### src/rtl/pipe_ctrl_pkg.sv
// rtl/pipe_ctrl_pkg.sv - shared types and constants for the pipeline sequencing controller
package pipe_ctrl_pkg;

    typedef enum logic [1:0] {
        ST_RUN    = 2'd0,
        ST_MISS   = 2'd1,
        ST_RESUME = 2'd2,
        ST_ERROR  = 2'd3
    } pipe_state_e;

    localparam logic [4:0] REG_ZERO = 5'd0;
    localparam int         STALL_W  = 16;

endpackage

### src/rtl/pipe_hazard_ctrl_load_use.sv
// rtl/pipe_hazard_ctrl_load_use.sv - load-use hazard detector (load in EX feeding a source in ID)
module load_use_detect
    import pipe_ctrl_pkg::*;
#(
    parameter int REG_W = 5
) (
    input  logic             ex_mem_read,
    input  logic [REG_W-1:0] ex_rt,
    input  logic [REG_W-1:0] id_rs,
    input  logic [REG_W-1:0] id_rt,
    output logic             lu
);

    // r0 is hardwired zero, so a load targeting it never creates a dependency
    assign lu = ex_mem_read && (ex_rt != REG_W'(REG_ZERO)) &&
                ((ex_rt == id_rs) || (ex_rt == id_rt));

endmodule

### src/rtl/pipe_hazard_ctrl.sv
// rtl/pipe_hazard_ctrl.sv - pipeline enables, load-use/branch hazards and cache-miss refill FSM; optional stall counter under PIPE_STALL_CNT_EN
module pipe_hazard_ctrl
    import pipe_ctrl_pkg::*;
#(
    parameter int MISS_TIMEOUT = 64,
    parameter int REG_W        = 5
) (
    input  logic               clk,
    input  logic               rst_n,
    input  logic               cache_hit,
    input  logic               mem_ack,
    input  logic               ex_mem_read,
    input  logic [REG_W-1:0]   ex_rt,
    input  logic [REG_W-1:0]   id_rs,
    input  logic [REG_W-1:0]   id_rt,
    input  logic               branch_taken,
    output logic               pc_we,
    output logic               if_id_we,
    output logic               id_ex_hit,
    output logic               id_ex_bubble,
    output logic               if_id_flush,
    output logic               mem_req,
    output logic               err,
    output logic [STALL_W-1:0] stall_cycles
);

    localparam int CNT_W = (MISS_TIMEOUT > 1) ? $clog2(MISS_TIMEOUT) : 1;

    pipe_state_e      state_q, state_d;
    logic [CNT_W-1:0] cnt_q, cnt_d;
    logic             lu;
    logic             timeout;

    load_use_detect #(.REG_W(REG_W)) u_lu (
        .ex_mem_read (ex_mem_read),
        .ex_rt       (ex_rt),
        .id_rs       (id_rs),
        .id_rt       (id_rt),
        .lu          (lu)
    );

    assign timeout = (cnt_q == CNT_W'(MISS_TIMEOUT - 1));

    always_ff @(posedge clk or negedge rst_n) begin
        if (!rst_n) begin
            state_q <= ST_RUN;
            cnt_q   <= '0;
        end else begin
            state_q <= state_d;
            cnt_q   <= cnt_d;
        end
    end

    always_comb begin
        state_d = state_q;
        cnt_d   = '0;
        unique case (state_q)
            ST_RUN:    if (!cache_hit) state_d = ST_MISS;
            // ack has priority over an expiring timeout in the same cycle
            ST_MISS: begin
                if (mem_ack)      state_d = ST_RESUME;
                else if (timeout) state_d = ST_ERROR;
                else              cnt_d   = cnt_q + 1'b1;
            end
            ST_RESUME: state_d = ST_RUN;
            ST_ERROR:  state_d = ST_ERROR;
            default:   state_d = ST_RUN;
        endcase
    end

    // Outputs are forced low while reset is asserted, including the combinational RUN path
    always_comb begin
        pc_we        = 1'b0;
        if_id_we     = 1'b0;
        id_ex_hit    = 1'b0;
        id_ex_bubble = 1'b0;
        if_id_flush  = 1'b0;
        mem_req      = 1'b0;
        err          = 1'b0;
        if (rst_n) begin
            unique case (state_q)
                ST_RUN: begin
                    id_ex_hit    = cache_hit;
                    pc_we        = cache_hit && !lu;
                    if_id_we     = cache_hit && !lu;
                    id_ex_bubble = cache_hit && lu;
                    if_id_flush  = cache_hit && !lu && branch_taken;
                end
                ST_MISS:   mem_req = 1'b1;
                ST_ERROR:  err     = 1'b1;
                default:   ;
            endcase
        end
    end

`ifdef PIPE_STALL_CNT_EN
    logic [STALL_W-1:0] stall_q, stall_d;

    assign stall_d = (!pc_we && (stall_q != {STALL_W{1'b1}})) ? stall_q + 1'b1 : stall_q;

    always_ff @(posedge clk or negedge rst_n) begin
        if (!rst_n) stall_q <= '0;
        else        stall_q <= stall_d;
    end

    assign stall_cycles = stall_q;
`else
    assign stall_cycles = '0;
`endif

endmodule

### config.mk
export PLATFORM = sky130hd
export DESIGN_NAME = pipe_hazard_ctrl
export DESIGN_NICKNAME = d
export VERILOG_FILES = /design/src/rtl/pipe_ctrl_pkg.sv /design/src/rtl/pipe_hazard_ctrl_load_use.sv /design/src/rtl/pipe_hazard_ctrl.sv
export SDC_FILE = /design/constraint.sdc
export NUM_CORES = 1
export LEC_CHECK = 0
export CAP_MARGIN = 10
export CORE_ASPECT_RATIO = 1.4
export CORE_MARGIN = 3
export CORE_UTILIZATION = 25
export DETAILED_ROUTE_END_ITERATION = 7
export SYNTH_ARGS = -nofsm -noshare
export SYNTH_HDL_FRONTEND = slang
export SYNTH_SLANG_ARGS = --single-unit
export TNS_END_PERCENT = 10
### constraint.sdc
create_clock -name clk -period 2.3 [get_ports clk]
set_clock_uncertainty 0.2 [all_clocks]
set_input_delay 0.23 -clock clk [delete_from_list [all_inputs] [get_ports clk]]
set_output_delay 0.23 -clock clk [all_outputs]
set_load 0.01 [all_outputs]
==> metrics.cfg <==
[status]
outcome = complete, no violations

[timing]
min_period_over_period_pct = 97.0
finalWorstSetupSlack_ns = 0.0697
finalSetupViolCount = 0
period_minus_slack_ns = 2.23
rsz0062_at_grt = false
hold_viol = 0
holdWs_ns = 0.100
timing.fmax_ghz = 0.448
finalMaxSlewViolations = 0

[global_routing]
grt_max_degree = 11
grt_pass1_vias = 551
grt_pass1_wl_um = 2330
antenna_found_initial = 0
grt_overflow_total = 0
grt_usage_pct = 9.53

[yosys]
ys.flop_type = dfrtp_1
syn_inst = 75
synth-seq-area-share_pct = 31.3
synth-seq-cells = 8
syn-mean-instance-area_um2 = 8.54
synth_area_um2 = 641
synth_edf_count = 0
async_reset_ff_share_pct = 100
yosysUniqueCellTypes = 21
yosys_warnings = 0

[setup_path]
path_cells = clkdlybuf4s50_1 > or4_1 > o21a_1 > and3_1 > dlygate4sd2_1
critPathArrivalTime_ns = 1.80
start_kind = primary input
path_class = primary input to primary output
slowest_stage = or4_1
max_stage_delay_ns = 0.52
end_kind = primary output
crit_fanout = 3
crit_required_ns = 1.87
rrSetupSlack_ns = 0.76

[route]
drt_first_pass_iters = 4
via_count = 571
ant_nets = 0
viasPerCell = 4.02
drt_iter0_markers = 1
wl_per_cell_um = 10.8
drc = 0
routed_wl_um = 1530

[final_layout]
final_nets = 132
drive_above_1_share_pct = 10.2
syn_to_final_growth_pct = 45.7
antenna_cells = 0
layout_commonest_cell = clkdlybuf4s50_1
fin_area_um2 = 933
layout_common_cells = 22 x clkdlybuf4s50_1, 16 x conb_1, 12 x xnor2_1

[floorplan]
die-height_um = 65.9
die_area_um2 = 3210
die_x_um = 48.8
rows = 21
initial_core_util_pct = 26.5
ios = 44
core_um2 = 2420

[clocking]
cts_sinks = 8
cts_buffer_depth = 2
path_clk_slew_ns = 0.05
cts_made_buffers = 3
cts_tree = done
insertion_delay_ns = 0.25
root_buffer = clkbuf_4
cts_htree_levels = 1

[place]
gp_congestion = 0.738
place_ws_ns = -0.295
io_buffers = 27
placed_area_um2 = 920

[pwr]
switching_share_pct = 32.8
powerDensity_nw_per_um2 = 538
share_comb_of_total_power_pct = 38.2
p_seq_share_pct = 40.6
intPower_mw = 0.337
ir_worst_vdd_v = 0.000291
clkPwrFrac_pct = 21.2
p_switching_mw = 0.165
leakage_nw = 0.415

[job]
max-cap-violations = 0

[worst_hold_path]
hp-class = primary input to asynchronous set/reset pin

logic make-up after synthesis:
logic type	synth area share (%)
buffers and inverters	19.9
and+or+nand+nor	20.9
AOI/OAI and AO/OA	6.25
xor gates and xnor gates	19.1
DFF	31.2
other	0.585
adders and majority gates	1.95
cell type report:
type / count / area, um2
Timing Repair Buffer: 32 / 299
Clock buffer: 3 / 22.5
Multi-Input combinational cell: 65 / 369
Fill cell: 265 / 1480
Sequential cell: 8 / 200
Tap cell: 34 / 42.5
worst max-delay path: cells and delay by family:
kind / cells / cell delay (ns)
compound gates: 1 / 0.21
simple gates: 2 / 0.66
buf+inv: 2 / 0.70
what timing repair did:
action	in CTS	in global routing
endpoints found under the setup margin	4	4
resized for setup	4	6
buffers inserted	0	0
hold buffers	0	0
synth_stat cells (2+ instances only):
cell type,number,area (um2)
dfrtp_1,8,200
nand3_1,4,20.0
xor2_1,2,17.5
nand2_1,8,30.0
xnor2_1,12,105
and2_1,2,12.5
nor2_1,8,30.0
and3_1,2,12.5
buf_4,17,128
per-layer routing:
layer / vias to the layer above / track usage [%] / routed length, um
met5: - / 0 / 0
met4: 0 / 5.34 / 0
met3: 0 / 2.26 / 141
met2: 38 / 17.2 / 735
met1: 253 / 10.1 / 650
li1: 280 / - / -
final timing paths:
path / start / end / cells past startpoint
setup reg to reg: cnt_q[0] / state_q[1] / 4
min in group clk: cnt_q[0] / cnt_q[0] / 1
hold reg to reg: cnt_q[0] / cnt_q[0] / 1
setup / recovery: ex_rt[0] / id_ex_bubble / 5
max in group asynchronous: rst_n / cnt_q[3] / 2
hold / removal: rst_n / state_q[0] / 2
registers in the layout, summed over array words and instances, names as in the netlist:
register / count
state_q: 2
cnt_q: 6
power groups by stage:
stage               combinational (mW)  sequential [mW]  clock (mW)
CTS                              0.195            0.203       0.113
global route                     0.211            0.208       0.119
finish                           0.192            0.204       0.106
global placement                 0.195            0.205           0
floorplan                        0.122            0.195           0
detailed placement               0.198            0.205           0
through the flow:
stage | power, mW | TNS (ns) | util, % | cells
after floorplan | 0.316 | 0 | - | 90
after global placement | 0.400 | -0.870 | 38.0 | 139
after detailed placement | 0.403 | -1.01 | 38.0 | 139
after global routing | 0.537 | 0 | 38.6 | 142
after CTS | 0.511 | -0.0136 | 38.8 | 142
final | 0.502 | 0 | 38.6 | 142
No activity file was read; power rests on OpenSTA's default activity.
